File: config.mk
export PLATFORM = sky130hd
export DESIGN_NAME = prescaler_mc
export DESIGN_NICKNAME = d
export VERILOG_FILES = /design/src/rtl/prescaler_mc_pkg.sv /design/src/rtl/prescaler_ch.sv /design/src/rtl/prescaler_mc.sv
export SDC_FILE = /design/constraint.sdc
export NUM_CORES = 1
export LEC_CHECK = 0
export ABC_CLOCK_PERIOD_IN_PS = 7000
export CAP_MARGIN = 20
export CORE_ASPECT_RATIO = 2
export CORE_MARGIN = 2
export CORE_UTILIZATION = 38
export DETAILED_ROUTE_END_ITERATION = 16
export PLACE_DENSITY_LB_ADDON = 0.3
export SLEW_MARGIN = 20
export SYNTH_ARGS = -nofsm -noshare
export SYNTH_HDL_FRONTEND = slang
export SYNTH_SLANG_ARGS = --single-unit
File: constraint.sdc
create_clock -name clk -period 7 [get_ports clk]
set_clock_uncertainty 0.1 [all_clocks]
set_input_delay 0.7 -clock clk [delete_from_list [all_inputs] [get_ports clk]]
set_output_delay 0.7 -clock clk [all_outputs]
set_load 0.005 [all_outputs]
File: src/rtl/prescaler_mc_pkg.sv
// Shared types and default sizing for the multi-channel prescaler.
package prescaler_lib;

  localparam int unsigned COUNTER_WIDTH = 32;
  localparam int unsigned CHANNELS      = 4;

  typedef enum logic {PSC_PULSE, PSC_SQUARE} psc_mode_t;

  typedef struct packed {
    logic [COUNTER_WIDTH-1:0] div;
    psc_mode_t                mode;
  } psc_cfg_t;

endpackage

File: src/rtl/prescaler_ch.sv
// One prescaler channel: double-buffered divisor/mode, down-counter, tick and square outputs.
module prescaler_ch
  import prescaler_lib::*;
#(
  parameter int unsigned W = COUNTER_WIDTH
) (
  input  logic         clk,
  input  logic         rst,
  input  logic         en,
  input  logic         sync,
  input  logic         wr,
  input  logic [W-1:0] wr_div,
  input  psc_mode_t    wr_mode,
  output logic         tick,
  output logic         sq
);

  typedef struct packed {
    logic [W-1:0] div;
    psc_mode_t    mode;
  } cfg_t;

  localparam cfg_t RESET_CFG = '{div: W'(1), mode: PSC_PULSE};

  cfg_t         shadow_q, shadow_d, load_cfg;
  psc_mode_t    active_mode_q, active_mode_d;
  logic [W-1:0] cnt_q, cnt_d;
  logic         tick_q, tick_d;
  logic         sq_q, sq_d;

  // Reload value for a divisor: D==0 behaves like D==1.
  function automatic logic [W-1:0] reload(input logic [W-1:0] d);
    return (d == '0) ? '0 : d - W'(1);
  endfunction

  // The adopted divisor is consumed entirely by the counter reload, so only
  // the adopted mode needs its own register.
  always_comb begin
    // NOTE: every signal gets a default first so no path leaves it unassigned (no latch).
    shadow_d      = shadow_q;
    active_mode_d = active_mode_q;
    cnt_d         = cnt_q;
    tick_d        = 1'b0;
    sq_d          = sq_q;
    load_cfg      = wr ? cfg_t'{div: wr_div, mode: wr_mode} : shadow_q;

    if (wr) shadow_d = '{div: wr_div, mode: wr_mode};

    if (sync) begin
      active_mode_d = load_cfg.mode;
      cnt_d         = reload(load_cfg.div);
      sq_d          = 1'b0;
    end else if (en) begin
      if (cnt_q == '0) begin
        // Terminal count adopts the shadow as it stood before this cycle's write.
        tick_d        = 1'b1;
        active_mode_d = shadow_q.mode;
        cnt_d         = reload(shadow_q.div);
        sq_d          = (shadow_q.mode == PSC_SQUARE) ? ~sq_q : 1'b0;
      end else begin
        cnt_d = cnt_q - W'(1);
      end
    end
  end

  always_ff @(posedge clk) begin
    if (rst) begin
      shadow_q      <= RESET_CFG;
      active_mode_q <= PSC_PULSE;
      cnt_q         <= '0;
      tick_q        <= 1'b0;
      sq_q          <= 1'b0;
    end else begin
      // NOTE: state registers update with <= so every flop samples pre-edge values.
      shadow_q      <= shadow_d;
      active_mode_q <= active_mode_d;
      cnt_q         <= cnt_d;
      tick_q        <= tick_d;
      sq_q          <= sq_d;
    end
  end

  assign tick = tick_q;
  assign sq   = sq_q && (active_mode_q == PSC_SQUARE);

endmodule

File: src/rtl/prescaler_mc.sv
// Multi-channel programmable prescaler: decodes the shadow write and fans out to N channels.
module prescaler_mc #(
  parameter  int unsigned COUNTER_WIDTH = prescaler_lib::COUNTER_WIDTH,
  parameter  int unsigned CHANNELS      = prescaler_lib::CHANNELS,
  localparam int unsigned CH_W          = (CHANNELS > 1) ? $clog2(CHANNELS) : 1
) (
  input  logic                     clk,
  input  logic                     rst,
  input  logic [CHANNELS-1:0]      en,
  input  logic                     sync,
  input  logic                     wr_en,
  input  logic [CH_W-1:0]          wr_ch,
  input  logic [COUNTER_WIDTH-1:0] wr_div,
  input  logic                     wr_mode,
  output logic [CHANNELS-1:0]      tick,
  output logic [CHANNELS-1:0]      sq
);

  // Out-of-range channel numbers simply match no instance.
  for (genvar i = 0; i < CHANNELS; i++) begin : g_ch
    prescaler_ch #(
      .W(COUNTER_WIDTH)
    ) u_ch (
      .clk     (clk),
      .rst     (rst),
      .en      (en[i]),
      .sync    (sync),
      .wr      (wr_en && (wr_ch == CH_W'(i))),
      .wr_div  (wr_div),
      .wr_mode (prescaler_lib::psc_mode_t'(wr_mode)),
      .tick    (tick[i]),
      .sq      (sq[i])
    );
  end

endmodule

==> flow_summary.toml <==
[outcome]
status = "finished clean"

[worst_setup_path]
worstPathCellList = "clkdlybuf4s50_1 > nand3b_1 > nor4_1 > o211ai_1 > nor4_1 > mux2_2 > a211oi_1 > a311oi_1"
endpoint_kind = "register"
startpoint_type = "input port"
path_common_cell = "nor4_1"
worstPathRequired_ns = 7.35
cp_slowest_stage_delay_ns = 1.15
worstPathMaxFanout = 15
cpMaxStageDelayCell = "nor4_1"
crit_arrival_ns = 4.82
critPathKind = "input port to register"

[drt]
drc_errors = 0
dr_total_vias = 21800
drtPass1Iterations = 6
wirelength_mm = 83.8
wire_per_inst_um = 23.4
ant_nets = 0
viasPerCell = 6.09
drtIter0Drc = 1880

[hold_path]
hold_path_class = "register to register"

[placement]
globalplace.congestion = 0.979
hpwl_mm = 60.8
io_buffers = 50

[timing]
max_freq_mhz = 224
tns_ns = 0
period_needed_ns = 4.47
whs_ns = 0.360
finalCritPeriodShare_pct = 63.8
finalSetupViolations = 0
finalHoldViolations = 0
slew_violations = 0
tightest_slew_ns = 1.14
rsz0062_at_grt = "no"
relSlewSlack_pct = 23.7

[clock_network]
h-tree-depth = 1
cts_setup_buffers = 0
cts.sinks = 272
clkTransAtPathRegs_ns = 0.07
cts_tree = "built"
hold_buffers = 0
root_buffer = "clkbuf_16"
ctsResizeCount = 0
cts_buffer_depth = 3
cts_buffers = 29
insertion_delay_ns = 0.61

[final_layout]
drive_gt1_share_pct = 7.04
fin_nets = 2881
areaGrowthSynthToFinish_pct = 9.27
num-fill-cells = 5637

[global_routing]
grt_pass1_wl_mm = 127
grt_max_degree = 145
antenna_found_initial = 1
grt_usage_pct = 28.1
first_global_vias = 21300
grt_overflow = 0

[job]
maxCapViolCount = 0

[floorplan]
fp.dieW_um = 172
io_pins = 51
row_count = 122
initial_core_util_pct = 38.5
die-area_um2 = 58200
coreArea_um2 = 55400
die_h_um = 339

[yosys]
synth_cells = 2909
synth_seq_area_share_pct = 25.5
synth-seq-cells = 272
synth.top_cell.area_share_pct = 25.5
postSynthNetCount = 2972
synthesis.area_um2 = 21300
synthArstFlopShare_pct = 0
ys_types = 87
netlist_top_cells_area = "dfxtp_1, xnor2_1, nor2_1"
ys.warnings.count = 0
ys.flop_type = "dfxtp_1"
avgSynthCellArea_um2 = 7.34
synth_area_leader_cell = "dfxtp_1"
synth_edf_count = 0

[power]
power_density_nw_per_um2 = 203
peakVddDrop_uv = 138
p_leak_nw = 8.50
==> per-stage QoR <==
step	instances	setup WS [ns]	instance area (um2)	util, %	total power, W
2_1_floorplan	2909	2.32	21300	-	0.00268
3_3_place_gp	3531	2.12	22300	40.3	0.00305
3_5_place_dp	3531	2.03	22300	40.3	0.00306
4_1_cts	3583	2.65	23300	42.1	0.00472
5_1_grt	3583	2.28	23300	42.1	0.00492
6_report	3584	2.53	23300	42.1	0.00472
==> cells in the mapped netlist (all sizes together) (17+ instances only) <==
| cell | count |
|---|---|
| o22ai | 41 |
| a31oi | 18 |
| or2 | 24 |
| a2bb2oi | 18 |
| xor2 | 144 |
| a22oi | 22 |
| nor4 | 112 |
| o21ai | 149 |
| nand2 | 252 |
| a211oi | 34 |
| xnor2 | 198 |
| nand3 | 81 |
| inv | 31 |
| or4 | 45 |
| nand4b | 17 |
| nand4 | 45 |
| o221ai | 23 |
| ha | 20 |
| o211ai | 22 |
| buf | 50 |
| and3 | 19 |
| a21oi | 142 |
| clkbuf | 189 |
| or3 | 45 |
| dfxtp | 272 |
| nand3b | 18 |
| mux2i | 115 |
| nor3 | 177 |
| nor2 | 390 |
==> sequential cells by signal, summed over array words and instances, names as in the netlist <==
register / count
g_ch.u_ch.shadow_q: 132
g_ch.u_ch.cnt_q: 128
g_ch.u_ch.active_mode_q: 4
g_ch.u_ch.sq_q: 4
g_ch.u_ch.tick: 4
==> report_power, final <==
group          internal, W  total, W  switching (W)
Combinational     0.000485   0.00131       0.000821
Clock             0.000913   0.00166       0.000747
Sequential         0.00163   0.00176       0.000125
==> critical path: cells and delay by family <==
kind | cells | cell delay, ns
AND/OR/NAND/NOR | 3 | 2.39
AO/OA/AOI/OAI | 3 | 0.70
buffers and inverters | 1 | 0.63
multiplexers | 1 | 0.39
==> cell families (layout without fill, tap and decap cells) <==
kind of cell    after synthesis  count (layout)  share of synthesized area [%]
mux                         126             126                           5.97
buf+inv                     270             200                           5.17
fa+ha+maj                    20              20                           1.17
other cells                   0               1                              0
xor+xnor                    342             342                           14.0
flops                       272             272                           25.5
compound gates              566             566                           17.1
simple gates               1313            1313                           31.1
==> cell usage in the layout, fill, tap and decap left out, types with 80 or more instances in the layout <==
| cell | Yosys | routed |
|---|---|---|
| nor2_1 | 390 | 389 |
| dfxtp_1 | 272 | 272 |
| nand2_1 | 251 | 251 |
| xnor2_1 | 198 | 198 |
| nor3_1 | 169 | 168 |
| o21ai_0 | 147 | 147 |
| xor2_1 | 144 | 144 |
| a21oi_1 | 140 | 140 |
| mux2i_1 | 115 | 115 |
| nor4_1 | 106 | 104 |
| nand3_1 | 81 | 80 |
==> metal layers <==
layer | GRT usage, % | vias up | wire length, um
met2 | 48.0 | 933 | 40400
met1 | 31.6 | 10300 | 31500
li1 | - | 10300 | -
met3 | 3.35 | 302 | 4700
met5 | 0 | - | 0
met4 | 20.6 | 0 | 7180
==> area by class of cell <==
class	instances	area, um2	share of cell area [%]
Timing Repair Buffer	117	1010	4.34
Clock buffer	35	788	3.38
Clock inverter	17	178	0.762
Multi-Input combinational cell	2367	14800	63.7
Inverter	31	116	0.499
Tap cell	744	931	3.99
Sequential cell	272	5450	23.4
Antenna cell	1	2.50	0.0107
==> path summary, 6_finish.rpt <==
check	slack (ns)	from	to	cells after the start
max	2.53	wr_ch[0]	g_ch[2].u_ch.cnt_q[30]$_SDFFE_PP0P_	8
min	0.36	g_ch[3].u_ch.sq_q$_SDFFE_PP0P_	g_ch[3].u_ch.sq_q$_SDFFE_PP0P_	2
max reg2reg	2.98	g_ch[2].u_ch.cnt_q[12]$_SDFFE_PP0P_	g_ch[2].u_ch.cnt_q[22]$_SDFFE_PP0P_	8
min reg2reg	0.36	g_ch[3].u_ch.sq_q$_SDFFE_PP0P_	g_ch[3].u_ch.sq_q$_SDFFE_PP0P_	2
Note: power is estimated with default switching activity, not from simulation.
